--- src/rtl/vga_sync_gen_if.sv ---
// Signal bundle between the VGA timing generator and the downstream pixel renderer.
// The master drives timing; the slave (renderer / connector) only observes it.
interface vga_sync_gen_if;
    logic       pixel_tick;
    logic [9:0] pixel_x;
    logic [9:0] pixel_y;
    logic       video_on;
    logic       h_sync;
    logic       v_sync;
    logic       frame_start;

    modport master (
        output pixel_tick,
        output pixel_x,
        output pixel_y,
        output video_on,
        output h_sync,
        output v_sync,
        output frame_start
    );

    modport slave (
        input pixel_tick,
        input pixel_x,
        input pixel_y,
        input video_on,
        input h_sync,
        input v_sync,
        input frame_start
    );
endinterface

--- src/rtl/vga_sync_gen.sv ---
// VGA timing generator: divides the system clock to the pixel rate and produces
// pixel coordinates, sync pulses, video_on and a frame-start strobe.
module vga_sync_gen #(
    parameter int CLK_DIV  = 4,
    parameter int H_VIS    = 640,
    parameter int H_FP     = 16,
    parameter int H_SYNC   = 96,
    parameter int H_BP     = 48,
    parameter int V_VIS    = 480,
    parameter int V_FP     = 10,
    parameter int V_SYNC   = 2,
    parameter int V_BP     = 33,
    parameter bit SYNC_POL = 1'b0
) (
    input  logic           clk,
    input  logic           reset,
    vga_sync_gen_if.master vga
);
    localparam int H_TOTAL = H_VIS + H_FP + H_SYNC + H_BP;
    localparam int V_TOTAL = V_VIS + V_FP + V_SYNC + V_BP;
    localparam int TICK_W  = (CLK_DIV > 1) ? $clog2(CLK_DIV) : 1;

    localparam logic [TICK_W-1:0] TICK_LAST = TICK_W'(CLK_DIV - 1);
    localparam logic [9:0] H_LAST      = 10'(H_TOTAL - 1);
    localparam logic [9:0] V_LAST      = 10'(V_TOTAL - 1);
    localparam logic [9:0] H_VIS_C     = 10'(H_VIS);
    localparam logic [9:0] V_VIS_C     = 10'(V_VIS);
    localparam logic [9:0] H_SYNC_BEG  = 10'(H_VIS + H_FP);
    localparam logic [9:0] H_SYNC_END  = 10'(H_VIS + H_FP + H_SYNC - 1);
    localparam logic [9:0] V_SYNC_BEG  = 10'(V_VIS + V_FP);
    localparam logic [9:0] V_SYNC_END  = 10'(V_VIS + V_FP + V_SYNC - 1);

    logic [TICK_W-1:0] tick_cnt_q, tick_cnt_d;
    logic [9:0]        x_q, x_d;
    logic [9:0]        y_q, y_d;
    logic              tick_q, tick_d;
    logic              frame_q, frame_d;
    logic              hs_q, hs_d;
    logic              vs_q, vs_d;
    logic              von_q, von_d;

    logic advance;
    logic x_wrap;
    logic y_wrap;

    assign advance = (tick_cnt_q == TICK_LAST);
    assign x_wrap  = (x_q == H_LAST);
    assign y_wrap  = (y_q == V_LAST);

    always_comb begin
        tick_cnt_d = advance ? '0 : TICK_W'(tick_cnt_q + 1'b1);
        tick_d     = advance;
        frame_d    = advance && x_wrap && y_wrap;
        x_d        = x_q;
        y_d        = y_q;
        hs_d       = hs_q;
        vs_d       = vs_q;
        von_d      = von_q;

        // Counters and decode move together on the pixel tick, so the sync and
        // video_on outputs always describe the coordinate being presented.
        if (advance) begin
            x_d = x_wrap ? 10'd0 : x_q + 10'd1;
            if (x_wrap) begin
                y_d = y_wrap ? 10'd0 : y_q + 10'd1;
            end
            hs_d  = ((x_d >= H_SYNC_BEG) && (x_d <= H_SYNC_END)) ? SYNC_POL : ~SYNC_POL;
            vs_d  = ((y_d >= V_SYNC_BEG) && (y_d <= V_SYNC_END)) ? SYNC_POL : ~SYNC_POL;
            von_d = (x_d < H_VIS_C) && (y_d < V_VIS_C);
        end
    end

    // video_on only updates on a tick, which keeps it low from reset to the first tick.
    always_ff @(posedge clk) begin
        if (!reset) begin
            tick_cnt_q <= '0;
            x_q        <= 10'd0;
            y_q        <= 10'd0;
            tick_q     <= 1'b0;
            frame_q    <= 1'b0;
            hs_q       <= ~SYNC_POL;
            vs_q       <= ~SYNC_POL;
            von_q      <= 1'b0;
        end else begin
            tick_cnt_q <= tick_cnt_d;
            x_q        <= x_d;
            y_q        <= y_d;
            tick_q     <= tick_d;
            frame_q    <= frame_d;
            hs_q       <= hs_d;
            vs_q       <= vs_d;
            von_q      <= von_d;
        end
    end

    assign vga.pixel_tick  = tick_q;
    assign vga.pixel_x     = x_q;
    assign vga.pixel_y     = y_q;
    assign vga.video_on    = von_q;
    assign vga.h_sync      = hs_q;
    assign vga.v_sync      = vs_q;
    assign vga.frame_start = frame_q;
endmodule
--- src/flat_wrapper.sv ---
// flat-port wrapper written by rule: the top's interface ports become plain ports
module vga_sync_gen_flat 
#(
    parameter int CLK_DIV  = 4,
    parameter int H_VIS    = 640,
    parameter int H_FP     = 16,
    parameter int H_SYNC   = 96,
    parameter int H_BP     = 48,
    parameter int V_VIS    = 480,
    parameter int V_FP     = 10,
    parameter int V_SYNC   = 2,
    parameter int V_BP     = 33,
    parameter bit SYNC_POL = 1'b0
)
  (clk, reset, vga_pixel_tick, vga_pixel_x, vga_pixel_y, vga_video_on, vga_h_sync, vga_v_sync, vga_frame_start);
  vga_sync_gen_if vga_i ();
  input  logic clk;
  input  logic reset;
  output wire logic [$bits(vga_i.pixel_tick)-1:0] vga_pixel_tick;
  output wire logic [$bits(vga_i.pixel_x)-1:0] vga_pixel_x;
  output wire logic [$bits(vga_i.pixel_y)-1:0] vga_pixel_y;
  output wire logic [$bits(vga_i.video_on)-1:0] vga_video_on;
  output wire logic [$bits(vga_i.h_sync)-1:0] vga_h_sync;
  output wire logic [$bits(vga_i.v_sync)-1:0] vga_v_sync;
  output wire logic [$bits(vga_i.frame_start)-1:0] vga_frame_start;
  assign vga_pixel_tick = vga_i.pixel_tick;
  assign vga_pixel_x = vga_i.pixel_x;
  assign vga_pixel_y = vga_i.pixel_y;
  assign vga_video_on = vga_i.video_on;
  assign vga_h_sync = vga_i.h_sync;
  assign vga_v_sync = vga_i.v_sync;
  assign vga_frame_start = vga_i.frame_start;
  vga_sync_gen #(.CLK_DIV(CLK_DIV), .H_VIS(H_VIS), .H_FP(H_FP), .H_SYNC(H_SYNC), .H_BP(H_BP), .V_VIS(V_VIS), .V_FP(V_FP), .V_SYNC(V_SYNC), .V_BP(V_BP), .SYNC_POL(SYNC_POL)) u_core (.clk(clk), .reset(reset), .vga(vga_i));
endmodule
--- config.mk ---
export PLATFORM = sky130hd
export DESIGN_NAME = vga_sync_gen_flat
export DESIGN_NICKNAME = d
export VERILOG_FILES = /design/src/rtl/vga_sync_gen_if.sv /design/src/rtl/vga_sync_gen.sv /design/src/flat_wrapper.sv
export SDC_FILE = /design/constraint.sdc
export NUM_CORES = 1
export LEC_CHECK = 0
export CAP_MARGIN = 20
export CORE_MARGIN = 4
export CORE_UTILIZATION = 50
export DETAILED_ROUTE_END_ITERATION = 16
export HOLD_SLACK_MARGIN = 0.06
export PLACE_DENSITY = 0.76
export SYNTH_ARGS = -nofsm -noshare
export SYNTH_HDL_FRONTEND = slang
export SYNTH_SLANG_ARGS = --single-unit
--- constraint.sdc ---
create_clock -name clk -period 4.9 [get_ports clk]
set_input_delay 0.98 -clock clk [delete_from_list [all_inputs] [get_ports clk]]
set_output_delay 0.98 -clock clk [all_outputs]
set_load 0.1 [all_outputs]
==> flow_metrics.tcl <==
set metrics [dict create \
    cellInternalPower_mw 0.270 \
    hold_viol 0 \
    peakVddDrop_uv 109 \
    kind_of_start_point_of_the_critical_path "flop" \
    grt_start_max_net_pins 22 \
    setup_total_negative_slack_ns 0 \
    sequential_cell_area_um2 541 \
    p_leak_nw 0.613 \
    crit-reg2reg-launch "u_core.vga.pixel_x[0]" \
    clockRootBuffer "sky130_fd_sc_hd__clkbuf_4" \
    grt_setup_unrepaired "no" \
    timing.slew.headroom_pct 35.1 \
    worst_hold_path_type "flop to flop" \
    footprint_of_the_multi_input_gates_um2 963 \
    tritoncts_num_sinks 27 \
    worst_hold_endpoint "u_core.tick_cnt_q[0]" \
    synth_enable_flop_cells 0 \
    switching_power_mw 0.108 \
    yosys_warnings 0 \
    avgRoutedWirePerCell_um 13.9 \
    routed_wl_mm 3.54 \
    die_boundary_width_um 64.4 \
    flop_pwr_share_pct 61.1 \
    async_reset_ff_share_pct 0 \
    min_delay_path_depth 1 \
    cp-end-kind "primary output" \
    worst_pin_slew_ns 0.971 \
    slowest_delay_ns 1.22 \
    dpl.hpwl_mm 2.49 \
    drtIter0Drc 92 \
    cap_viol_max_count 0 \
    ff2ff_setup_slack_ns 2.43 \
    gpl.final_weighted_congestion 0.874 \
    cts-htree-levels 1 \
    final_layout_size_suffix_gt1_share_pct 5.71 \
    min_from "u_core.tick_cnt_q[0]" \
    syn-mean-instance-area_um2 8.27 \
    outcome "complete, no violations" \
    antenna-diode-count 0 \
    drt_drc_violations_left 0 \
    setup_viol_count_final 0 \
    first_pass_iters 4 \
    pwr-share-clk_pct 25.9 \
    critical_path.reg2reg.endpoint "u_core.vga.v_sync" \
    wire_length_of_the_first_global_routing_pass_mm 6.24 \
    grt.overflow.total 0 \
    yosys.area.top_type "sky130_fd_sc_hd__dfxtp_1" \
    postCtsHoldBufs 0 \
    register_bit_total_from_synthesis 27 \
    port_buffers 26 \
    die_height_um 64.4 \
    n_fill_cell 285 \
    power_density_nw_per_um2 203 \
    cp_num_buf_inv 1 \
    clk_lat_worst_skew_ns 0.33 \
    reg2regPathDepth 7 \
    utilization_pct 60.9 \
    synthesis.instances 192 \
    core-area_um2 3050 \
    clock_tree_from_tritoncts "yes" \
    crit_type "flop to primary output" \
    final.min_clock_period_ns 3.16 \
    placed_cells_incl_taps 250 \
    critical_path_depth 1 \
    fin_skew_ns 0.0117 \
    synthTopCellsByCount "27 x sky130_fd_sc_hd__dfxtp_1, 22 x sky130_fd_sc_hd__nand2_1, 13 x sky130_fd_sc_hd__nand3_1" \
    synth_cell_type_count 52 \
    num_vias 1457 \
    critPathRequiredTime_ns 3.92 \
    cts_max_path_buffers 2 \
    synth.most_common_cell "sky130_fd_sc_hd__dfxtp_1" \
    grt_antenna_before_repair 0 \
    design.die.area_um2 4140 \
    antenna_violating_nets_post_route 0 \
    first_global_vias 1372 \
    arrival_ns 2.18 \
    final_nets 218 \
    vias_per_cell 5.74 \
    maxSlewViolCount 0 \
    worstPathCellList "clkdlybuf4s50_1" \
    post_cts.repair.setup_buffers 0 \
    seq_area_frac_synth_pct 34.0 \
    netSwitchingFraction_pct 28.5 \
    crit_family "buffers and inverters" \
    number_of_buffers_inserted_during_clock_tree_synthesis 3 \
    num_rows 20 \
    fmaxAchievable_mhz 317 \
    leading_register_cell_type_out_of_synthesis "sky130_fd_sc_hd__dfxtp_1" \
    synth_top_area_share_pct 34.0 \
    postSynthNetCount 199 \
    clk_transition_reported_paths_ns 0.15 \
    initial_utilization_pct 52.0 \
    post_cts.resized_instances 0 \
    comb_power_share_pct 13.0 \
    worstPathMaxFanout 12 \
    standard_cell_with_the_maximum_stage_delay_on_the_critical_path "sky130_fd_sc_hd__clkdlybuf4s50_1" \
    mappedNetlistArea_um2 1590 \
    floorplan.io_pins 27 \
    synth.top_cells.by_area "sky130_fd_sc_hd__dfxtp_1 34%, sky130_fd_sc_hd__nand2_1 5.2%, sky130_fd_sc_hd__nand3_1 4.1%" \
    layout-area-overhead-vs-synth_pct 17.2 \
    layout_worst_path_cycle_share_pct 64.5 \
    stdcell_count 254 \
    grt_use_total_pct 18.5 \
]
[placed cells by master, fill, tap and decap left out, types with 3 or more instances in the layout]
cell                              Yosys  layout
sky130_fd_sc_hd__dfxtp_1             27      27
sky130_fd_sc_hd__clkdlybuf4s50_1      0      26
sky130_fd_sc_hd__nand2_1             22      22
sky130_fd_sc_hd__nand3_1             13      13
sky130_fd_sc_hd__a21oi_1             10      10
sky130_fd_sc_hd__o21ai_0              9       9
sky130_fd_sc_hd__nor3_1               8       8
sky130_fd_sc_hd__nor2b_1              7       7
sky130_fd_sc_hd__and2_1               7       7
sky130_fd_sc_hd__xnor2_1              6       6
sky130_fd_sc_hd__nor2_1               5       5
sky130_fd_sc_hd__ha_1                 5       5
sky130_fd_sc_hd__inv_1                4       4
sky130_fd_sc_hd__nand4_1              4       4
sky130_fd_sc_hd__a21o_1               4       4
sky130_fd_sc_hd__and3_1               3       3
sky130_fd_sc_hd__xor2_1               3       3
sky130_fd_sc_hd__o31ai_1              3       3
sky130_fd_sc_hd__o211a_1              3       3
sky130_fd_sc_hd__clkbuf_4             0       3
[through the flow]
stage / cell area [um2] / power [mW] / hold slack, ns / worst slack (ns)
6_report: 1860 / 0.378 / 0.442 / 1.74
5_1_grt: 1860 / 0.393 / 0.470 / 1.66
4_1_cts: 1860 / 0.382 / 0.451 / 1.75
3_3_place_gp: 1830 / 0.284 / 0.411 / 2.04
3_5_place_dp: 1830 / 0.285 / 0.429 / 1.95
2_1_floorplan: 1590 / 0.272 / 0.399 / 2.06
[cells by family (layout without fill, tap and decap cells)]
family                   after synthesis  in the layout  share of synthesized area (%)
AND/OR/NAND/NOR                       87             87                           30.9
AO/OA/AOI/OAI                         47             47                           20.2
flip-flops                            27             27                           34.0
buffers and inverters                 16             34                           5.28
XOR/XNOR                               9              9                           4.96
adder cells (fa/ha/maj)                5              5                           3.94
multiplexers                           1              1                          0.709
[flip-flops by register name (all words and copies together), names as in the netlist]
register and flops:
u_core.vga.pixel_x 10, u_core.vga.pixel_y 10, u_core.tick_cnt_q 2, u_core.vga.frame_start 1, u_core.vga.h_sync 1, u_core.vga.pixel_tick 1
u_core.vga.v_sync 1, u_core.vga.video_on 1
[worst max-delay path by stage]
stage | start | endpoint | slack [ns]
after floorplan | u_core.vga.pixel_x[0] | u_core.vga.v_sync | 2.06
after global placement | reset | u_core.vga.v_sync | 2.04
after detailed placement | reset | u_core.vga.v_sync | 1.95
after CTS | u_core.vga.pixel_x[5] | vga_pixel_x[5] | 1.75
after global routing | u_core.vga.pixel_x[5] | vga_pixel_x[5] | 1.66
final | u_core.vga.pixel_x[5] | vga_pixel_x[5] | 1.74
[per-layer routing]
layer | vias to the layer above | track usage, % | wire length, um
met1 | 682 | 25.1 | 1790
met2 | 32 | 30.9 | 1570
li1 | 739 | - | -
met4 | 0 | 4.22 | 34
met5 | - | 0 | 0
met3 | 4 | 2.64 | 140
[area by class of cell]
| class | instances | area share, % |
|---|---|---|
| clock buffer | 4 | 1.41 |
| inverter | 4 | 0.807 |
| multi-input combinational | 149 | 51.8 |
| sequential | 27 | 29.1 |
| tap | 44 | 2.96 |
| timing repair buffer | 26 | 14.0 |
[power groups by stage]
| stage | registers, mW | logic [mW] | clock network, mW |
|---|---|---|---|
| 2_1_floorplan | 0.257 | 0.0156 | 0 |
| 3_3_place_gp | 0.235 | 0.0483 | 0 |
| 3_5_place_dp | 0.236 | 0.0493 | 0 |
| 4_1_cts | 0.231 | 0.0495 | 0.101 |
| 5_1_grt | 0.232 | 0.0527 | 0.108 |
| 6_report | 0.231 | 0.0491 | 0.0977 |
Note: power is estimated with default switching activity, not from simulation.
